File: src/rtl/trail_collision_reader.sv
// trail_collision_reader
// Reads the player trail RAM back for the head's next footprint and reports
// whether the head would run into an existing trail or the arena border.
// Flow: bounds check, raster scan of the BLOCK_W x BLOCK_H footprint through
// an arbitrated read port, then drain of the return pipeline.
// Optional feature macro: COLLISION_EARLY_EXIT_EN
//   defined   - stop scanning on the first non-empty pixel, drop outstanding
//               returns, hit_count saturates at 1
//   undefined - always scan the whole footprint, hit_count is exact
module trail_collision_reader #(
    parameter int          SCREEN_W    = 640,
    parameter int          BLOCK_W     = 8,
    parameter int          BLOCK_H     = 8,
    parameter int          ARENA_X_MIN = 16,
    parameter int          ARENA_X_MAX = 623,
    parameter int          ARENA_Y_MIN = 16,
    parameter int          ARENA_Y_MAX = 463,
    parameter logic [7:0]  EMPTY_VALUE = 8'h00,
    parameter int          RD_LATENCY  = 1,
    localparam int         DXW         = $clog2(BLOCK_W),
    localparam int         DYW         = $clog2(BLOCK_H),
    localparam int         CNTW        = $clog2(BLOCK_W*BLOCK_H) + 1
) (
    input  logic            VGA_CLK,
    input  logic            reset,
    input  logic            start,
    input  logic [9:0]      head_x,
    input  logic [9:0]      head_y,
    output logic            busy,
    output logic            done,
    output logic            collision,
    output logic            out_of_bounds,
    output logic [DXW-1:0]  hit_dx,
    output logic [DYW-1:0]  hit_dy,
    output logic [CNTW-1:0] hit_count,
    output logic            rd_en,
    input  logic            rd_gnt,
    output logic [18:0]     rd_addr,
    input  logic [7:0]      rd_data
);

    typedef enum logic [2:0] {S_IDLE, S_BOUNDS, S_SCAN, S_DRAIN, S_DONE} state_t;

    state_t            r_state;
    logic [9:0]        r_hx, r_hy;
    logic [DXW-1:0]    r_dx;
    logic [DYW-1:0]    r_dy;
    logic [18:0]       r_addr;
    logic              r_busy, r_done, r_collision, r_oob, r_rd_en;
    logic [DXW-1:0]    r_hit_dx;
    logic [DYW-1:0]    r_hit_dy;
    logic [CNTW-1:0]   r_hit_count;

    // Return pipeline: stage RD_LATENCY lines up with rd_data.
    logic [RD_LATENCY:1] r_vld;
    logic [DXW-1:0]      r_pdx [1:RD_LATENCY];
    logic [DYW-1:0]      r_pdy [1:RD_LATENCY];

    logic        w_issue, w_cmp_hit, w_flush, w_pend, w_oob, w_last;
    logic [18:0] w_base;

    // Issue/compare decode, bounds test, first address of the footprint.
    always_comb begin
        w_issue   = r_rd_en && rd_gnt;
        w_cmp_hit = r_vld[RD_LATENCY] && (rd_data != EMPTY_VALUE);
`ifdef COLLISION_EARLY_EXIT_EN
        w_flush   = w_cmp_hit;
`else
        w_flush   = 1'b0;
`endif
        // Reads still in flight after this cycle's compare.
        w_pend = 1'b0;
        for (int k = 1; k < RD_LATENCY; k++) w_pend = w_pend | r_vld[k];
        w_oob  = (r_hx < 10'(ARENA_X_MIN)) || (r_hx > 10'(ARENA_X_MAX)) ||
                 (r_hy < 10'(ARENA_Y_MIN)) || (r_hy > 10'(ARENA_Y_MAX));
        w_base = 19'(r_hy) * 19'(SCREEN_W) + 19'(r_hx);
        w_last = (r_dx == DXW'(BLOCK_W - 1)) && (r_dy == DYW'(BLOCK_H - 1));
    end

    // Shift {valid, dx, dy} alongside the RAM latency; a flush drops everything in flight.
    always_ff @(posedge VGA_CLK) begin
        if (reset || w_flush) begin
            r_vld <= '0;
        end else begin
            r_vld[1] <= w_issue;
            for (int k = 2; k <= RD_LATENCY; k++) r_vld[k] <= r_vld[k-1];
        end
        r_pdx[1] <= r_dx;
        r_pdy[1] <= r_dy;
        for (int k = 2; k <= RD_LATENCY; k++) begin
            r_pdx[k] <= r_pdx[k-1];
            r_pdy[k] <= r_pdy[k-1];
        end
    end

    // Control FSM with registered outputs and result accumulation.
    always_ff @(posedge VGA_CLK) begin
        if (reset) begin
            r_state     <= S_IDLE;
            r_hx        <= '0;
            r_hy        <= '0;
            r_dx        <= '0;
            r_dy        <= '0;
            r_addr      <= '0;
            r_busy      <= 1'b0;
            r_done      <= 1'b0;
            r_collision <= 1'b0;
            r_oob       <= 1'b0;
            r_rd_en     <= 1'b0;
            r_hit_dx    <= '0;
            r_hit_dy    <= '0;
            r_hit_count <= '0;
        end else begin
            r_done <= 1'b0;
            if (w_cmp_hit) begin
                if (!r_collision) begin
                    r_collision <= 1'b1;
                    r_hit_dx    <= r_pdx[RD_LATENCY];
                    r_hit_dy    <= r_pdy[RD_LATENCY];
                end
`ifdef COLLISION_EARLY_EXIT_EN
                r_hit_count <= CNTW'(1);
`else
                r_hit_count <= r_hit_count + CNTW'(1);
`endif
            end
            case (r_state)
                S_IDLE: begin
                    if (start) begin
                        r_hx        <= head_x;
                        r_hy        <= head_y;
                        r_collision <= 1'b0;
                        r_oob       <= 1'b0;
                        r_hit_dx    <= '0;
                        r_hit_dy    <= '0;
                        r_hit_count <= '0;
                        r_busy      <= 1'b1;
                        r_state     <= S_BOUNDS;
                    end
                end
                S_BOUNDS: begin
                    if (w_oob) begin
                        r_oob       <= 1'b1;
                        r_collision <= 1'b1;
                        r_busy      <= 1'b0;
                        r_done      <= 1'b1;
                        r_state     <= S_DONE;
                    end else begin
                        r_addr  <= w_base;
                        r_dx    <= '0;
                        r_dy    <= '0;
                        r_rd_en <= 1'b1;
                        r_state <= S_SCAN;
                    end
                end
                S_SCAN: begin
                    if (w_flush) begin
                        r_rd_en <= 1'b0;
                        r_state <= S_DRAIN;
                    end else if (w_issue) begin
                        if (w_last) begin
                            r_rd_en <= 1'b0;
                            r_state <= S_DRAIN;
                        end else if (r_dx == DXW'(BLOCK_W - 1)) begin
                            r_dx   <= '0;
                            r_dy   <= r_dy + DYW'(1);
                            r_addr <= r_addr + 19'(SCREEN_W - BLOCK_W + 1);
                        end else begin
                            r_dx   <= r_dx + DXW'(1);
                            r_addr <= r_addr + 19'd1;
                        end
                    end
                end
                S_DRAIN: begin
                    if (!w_pend || w_flush) begin
                        r_busy  <= 1'b0;
                        r_done  <= 1'b1;
                        r_state <= S_DONE;
                    end
                end
                default: r_state <= S_IDLE;
            endcase
        end
    end

    assign busy          = r_busy;
    assign done          = r_done;
    assign collision     = r_collision;
    assign out_of_bounds = r_oob;
    assign hit_dx        = r_hit_dx;
    assign hit_dy        = r_hit_dy;
    assign hit_count     = r_hit_count;
    assign rd_en         = r_rd_en;
    assign rd_addr       = r_addr;

endmodule
File: config.mk
export PLATFORM = sky130hd
export DESIGN_NAME = trail_collision_reader
export DESIGN_NICKNAME = d
export VERILOG_FILES = /design/src/rtl/trail_collision_reader.sv
export SDC_FILE = /design/constraint.sdc
export NUM_CORES = 1
export LEC_CHECK = 0
export BUFFER_PORTS_ARGS = -buffer_cell sky130_fd_sc_hd__buf_2
export CAP_MARGIN = 20
export CORE_MARGIN = 2
export CORE_UTILIZATION = 50
export DETAILED_ROUTE_END_ITERATION = 10
export GPL_ROUTABILITY_DRIVEN = 0
export PLACE_DENSITY = 0.72
export SLEW_MARGIN = 10
export SYNTH_ARGS = -nofsm -noshare
export SYNTH_HDL_FRONTEND = slang
export SYNTH_SLANG_ARGS = --single-unit
File: constraint.sdc
create_clock -name VGA_CLK -period 3.7 [get_ports VGA_CLK]
set_input_delay 0.37 -clock VGA_CLK [delete_from_list [all_inputs] [get_ports VGA_CLK]]
set_output_delay 0.37 -clock VGA_CLK [all_outputs]
set_load 0.005 [all_outputs]
[Word level (Yosys, flattened, before mapping)]
Memories as Yosys holds them, arrays and structs flattened.
Cells that the tools add are included.
Storage, ports and cells
  logic and storage cells: 104
  output and inout port bits: 37
  bits in writable memories: 6
  flip-flop bits (word level): 67
  memories kept: 2
Operators by class
  reduce and logical (&&, ||, !) cells: 18
  $lt $le $gt $ge: 4
  equality and inequality tests: 12
  $add $sub $neg: 6
  multipliers: 1
  mux-type cells: 46
Memories
  r_pdx: words 1, width 3, rd ports 1, clocked after memory_dff 0, write ports 1, line 56  | logic [DXW-1:0] r_pdx [1:RD_LATENCY];
  r_pdy: words 1, width 3, rd ports 1, clocked after memory_dff 0, write ports 1, line 57  | logic [DYW-1:0] r_pdy [1:RD_LATENCY];
Operators by type and width (count)
  two-way mux 19 bit: 4
  two-way mux 3 bit: 19
  case mux 19 bit (2 select lines): 1
  two-way mux 7 bit: 3
  less-than comparator 10 x 5 -> 1 bit (second input constant): 2
  adder 19 x 1 -> 19 bit (second input constant): 1
  adder 19 x 10 -> 19 bit: 1
  adder 19 x 10 -> 19 bit (second input constant): 1
  inequality test 2 bit (second input constant): 7
  multiplier 10 x 3 -> 12 bit (second input constant): 1
  case mux 3 bit (2 select lines): 2
  case mux 3 bit (4 select lines): 1
  two-way mux 1 bit: 11
  > comparator 10 bit (second input constant): 1
  > comparator 10 x 9 -> 1 bit (second input constant): 1
  AND reduction 3 bit: 3
  case mux 1 bit (2 select lines): 4
  AND reduction 4 bit: 2
  nonzero test 8 bit: 1
  adder 7 x 1 -> 7 bit (second input constant): 1
  adder 3 x 1 -> 3 bit (second input constant): 2
  equality test 3 x 2 -> 1 bit (second input constant): 2
  equality test 3 bit (second input constant): 2
  AND reduction 5 bit: 1
  8 further kinds: 13

[Logic depth before layout (Yosys ltp)]
  depth in word-level cells: 6
  gate-level depth with buffers: 9
  mapped depth without buffers: 9

[Worst setup path before layout]
OpenSTA, ideal clock, no wires.
  kind: flip-flop to flip-flop
  start point: reg r_hy[1]
  end point: reg r_addr[18] (netlist: rd_addr[18])
  setup slack: 891 ps
  data required time: 3621 ps
  path buffers: 0
  cell stages (with the launch flop): 10
  setup time: 79 ps
  data arrival time: 2730 ps
  clock period less this slack: 2809 ps
  path through: dfxtp_1 > ha_1 > ha_1 > fa_1 > xor2_1 > o211ai_1 > nor4b_2 > nand3_1 > or4_1 > o211ai_1
Between the ends
  longest elaborated chain between the ends: 5
  elaborated cells on any way between the ends: 10
  those cells by class: add/sub: 1; mul: 1; order compare: 2; eq/ne: 1; mux: 2; reduce/logical: 3
RTL lines
  start, declared: line 45  | logic [9:0] r_hx, r_hy;
  start signal, assigned: line 131  | r_hy <= head_y;
  branches (longest 5 deep; another with adder 19 x 10 -> 19 bit)
  end signal, assigned: line 149  | r_addr <= w_base;
  end signal, assigned: line 167  | r_addr <= r_addr + 19'(SCREEN_W - BLOCK_W + 1);
  end signal, assigned: line 170  | r_addr <= r_addr + 19'd1;
  end, declared: line 48  | logic [18:0] r_addr;
Several ways; the timed one is not identified. The select of a mux whose other input is x is not followed.
A chain may end at the register's enable or synchronous reset.

[Worst setup path after layout]
Ends and elaborated chain as after synthesis.

==> impl_metrics.py <==
metrics = {
    "run_status": {
        "status": "finished clean",
    },
    "critical_path": {
        "startpoint_type": "register",
        "crit_path_end": "rd_addr[18]",
        "cp_slowest_cell": "or4_1",
        "worst_ep_arrival_time_ns": 3.36,
        "rrSetupSlack_ns": 0.61,
        "setup.worst_path.end_class": "register",
        "reg2reg_from": "r_hy[1]",
        "regToRegEndpoint": "rd_addr[18]",
        "crit_path_start": "r_hy[1]",
        "critPathMaxFanout": 4,
        "path_class": "reg -> reg",
        "worstPathRequired_ns": 3.97,
        "path_cells": "ha_1 > ha_1 > fa_1 > xor2_1 > o211ai_1 > nor4b_2 > nand3_1 > or4_1 > o211ai_1",
        "rr_worst_depth": 9,
        "slowest_delay_ns": 0.54,
    },
    "routing": {
        "via_count": 3806,
        "wl_met3_um": 795,
        "drt_pass1_iterations": 5,
        "drt_iter0_drc": 202,
        "drcViolationCount": 0,
        "wire_per_inst_um": 14.5,
        "ant_nets": 0,
        "highest_layer": "met4",
        "vias_per_cell": 5.71,
        "wl_met2_um": 4470,
        "wl_um": 9680,
        "met1_length_um": 4300,
    },
    "timing": {
        "rsz0062_at_grt": "false",
        "fin_worst_skew_ns": 0.0107,
        "fin_crit_sh": 0.835,
        "fin_crit_ns": 3.09,
        "setup_slack_ns": 0.610,
        "clock.fmax_mhz": 324,
        "setup-tns-final_ns": 0,
        "maxSlewViolCount": 0,
        "slew_headroom": 0.300,
        "finalSetupViolCount": 0,
        "final-hold-violation-count": 0,
        "tightest_slew_ns": 1.05,
    },
    "floorplan": {
        "start_util": 0.516,
        "rows": 33,
        "die_area_sq_um": 9230,
        "core_sq_um": 8220,
        "chipHeight_um": 96.1,
        "dieWidth_um": 96.1,
        "ios": 69,
    },
    "yosys": {
        "synth-edff-count": 0,
        "synth_warnings": 0,
        "synth_seq_cells": 73,
        "syn_area_per_cell_sq_um": 8.46,
        "synth_nets": 565,
        "synth_area_sq_um": 4240,
        "ys_seq_area_frac": 0.345,
        "async_flop_share": 0,
        "syn_inst": 501,
        "synth_cell_types": 76,
        "ys.flop_type": "dfxtp_1",
    },
    "finish": {
        "fin_area_sq_um": 4800,
        "final_core_util": 0.585,
        "num-fill-cells": 772,
        "drive_above_1_share": 0.198,
        "register_area_sq_um": 1460,
        "area_growth_pct": 13.3,
        "diodes": 0,
        "layout.nets": 621,
        "multi_input_area_sq_um": 2610,
    },
    "clocking": {
        "cts_buffers": 9,
        "clk_latency_ns": 0.35,
        "hold_buffers": 0,
        "cts_root_buf": "clkbuf_8",
        "htreeDepth": 3,
        "cts_tree": "yes",
        "cts_resized": 0,
        "cts_sinks": 73,
        "cts_max_path_buffers": 2,
        "clk_pin_slew_worst_paths_ns": 0.08,
        "cts_setup_buffers": 0,
    },
    "global_routing": {
        "first_global_vias": 3461,
        "grt_overflow_total": 0,
        "antenna_found_initial": 0,
        "globalRouteTotalUtil": 0.220,
        "grt_pass1_wl_um": 15800,
        "grt_max_degree": 55,
    },
    "power_and_ir_drop": {
        "clkPwrFrac": 0.370,
        "power_density_nw_per_um2": 376,
        "power.leakage_uw": 0.00201,
        "p_total_uw": 1810,
        "ir_drop_uv": 187,
        "p_int_uw": 1280,
        "pwr-share-seq": 0.469,
        "power_frac_comb": 0.161,
        "p_switching_uw": 525,
        "sw_frac_of_total": 0.290,
    },
    "placement": {
        "place_ws_ns": 0.620,
        "place_area_sq_um": 4590,
        "dp.final_hpwl_um": 7040,
        "portBuffers": 68,
    },
    "run": {
        "maxCapViolations": 0,
    },
    "worst_hold_path": {
        "min_from": "head_y[4]",
        "min_path_type": "in -> reg",
    },
}
==> cells in the mapped netlist (all sizes together), types with 4 or more instances <==
cell type / instances / area [sq um]
and4: 4 / 35.0
a21o: 6 / 45.0
dfxtp: 73 / 1460
nor4b: 6 / 65.1
inv: 9 / 33.8
nor3b: 6 / 56.3
nand4: 10 / 62.6
xor2: 9 / 78.8
nand2: 76 / 293
a31oi: 5 / 31.3
nor2b: 5 / 31.3
xnor2: 9 / 78.8
nor2: 40 / 153
nand3: 17 / 90.1
nor4: 5 / 31.3
buf: 6 / 48.8
mux2i: 7 / 70.1
a21oi: 52 / 268
ha: 30 / 375
nor3: 13 / 91.3
o21ai: 19 / 98.9
a211oi: 7 / 57.6
o211ai: 5 / 42.5
clkbuf: 19 / 91.3
or3: 4 / 25.0
==> stage by stage <==
stage          cells  hold slack, ns
2_1_floorplan    501           0.355
3_3_place_gp     651           0.362
3_5_place_dp     651           0.365
4_1_cts          667           0.238
5_1_grt          667           0.237
6_report         667           0.244
==> state kept, by name (all words and copies together), names as in the netlist, 7 cells and up <==
signal     cells
hit_count      7
r_hy          10
r_hx          10
rd_addr       19
==> power by group through the flow <==
stage          Sequential [uW]  Clock [uW]  Combinational [uW]
6_report                   848         669                 291
3_3_place_gp               865           0                 284
3_5_place_dp               866           0                 289
2_1_floorplan              856           0                 219
5_1_grt                    853         715                 327
4_1_cts                    848         678                 291
==> worst min-delay path by stage <==
stage | endpoint | cells after the start
final | r_hy[4] | 3
after global routing | r_hy[0] | 3
after CTS | r_hx[8] | 3
after detailed placement | r_pdy[1][2] | 0
after global placement | r_pdx[1][1] | 0
after floorplan | r_pdx[1][1] | 0
==> worst max-delay path: cells and delay by family, from the launching register on <==
| kind | cells | cell delay [ns] |
|---|---|---|
| flip-flops | 1 | 0.34 |
| AO/OA/AOI/OAI | 2 | 0.31 |
| adder cells (fa/ha/maj) | 3 | 0.98 |
| AND/OR/NAND/NOR | 3 | 1.11 |
| XOR/XNOR | 1 | 0.27 |
==> cell families (layout without fill, tap and decap cells) <==
family | after synthesis | after routing | share of synthesized area
AO/OA/AOI/OAI | 133 | 133 | 0.211
XOR/XNOR | 18 | 18 | 0.0372
adder cells (fa/ha/maj) | 32 | 32 | 0.0980
buffers and inverters | 34 | 95 | 0.0410
flip-flops | 73 | 73 | 0.345
multiplexers | 7 | 7 | 0.0165
AND/OR/NAND/NOR | 204 | 204 | 0.251
==> routing by layer <==
| layer | vias up | track usage |
|---|---|---|
| li1 | 1956 | - |
| met1 | 1727 | 0.288 |
| met2 | 113 | 0.358 |
| met3 | 10 | 0.0446 |
| met4 | 0 | 0.0833 |
| met5 | - | 0 |
==> area by class of cell <==
| cell class | instances | area share |
|---|---|---|
| Multi-Input combinational cell | 394 | 0.543 |
| Sequential cell | 73 | 0.304 |
| Timing Repair Buffer | 70 | 0.0740 |
| Clock buffer | 11 | 0.0315 |
| Tap cell | 105 | 0.0274 |
| Clock inverter | 5 | 0.0128 |
| Inverter | 9 | 0.00703 |
==> cells in the final DEF (no fill, tap or decap), types with 5 or more instances in the layout <==
cell,count
nand2_1,75
dfxtp_1,73
buf_2,68
a21oi_1,50
nor2_1,39
ha_1,30
nand3_1,16
o21ai_0,14
clkbuf_8,11
nand4_1,10
inv_1,9
xor2_1,9
xnor2_1,9
nor3_1,8
mux2i_1,7
a21o_1,6
a211oi_1,6
nor3b_1,5
nor4_1,5
nor2b_1,5
a31oi_1,5
(Power assumes the default switching activity.)
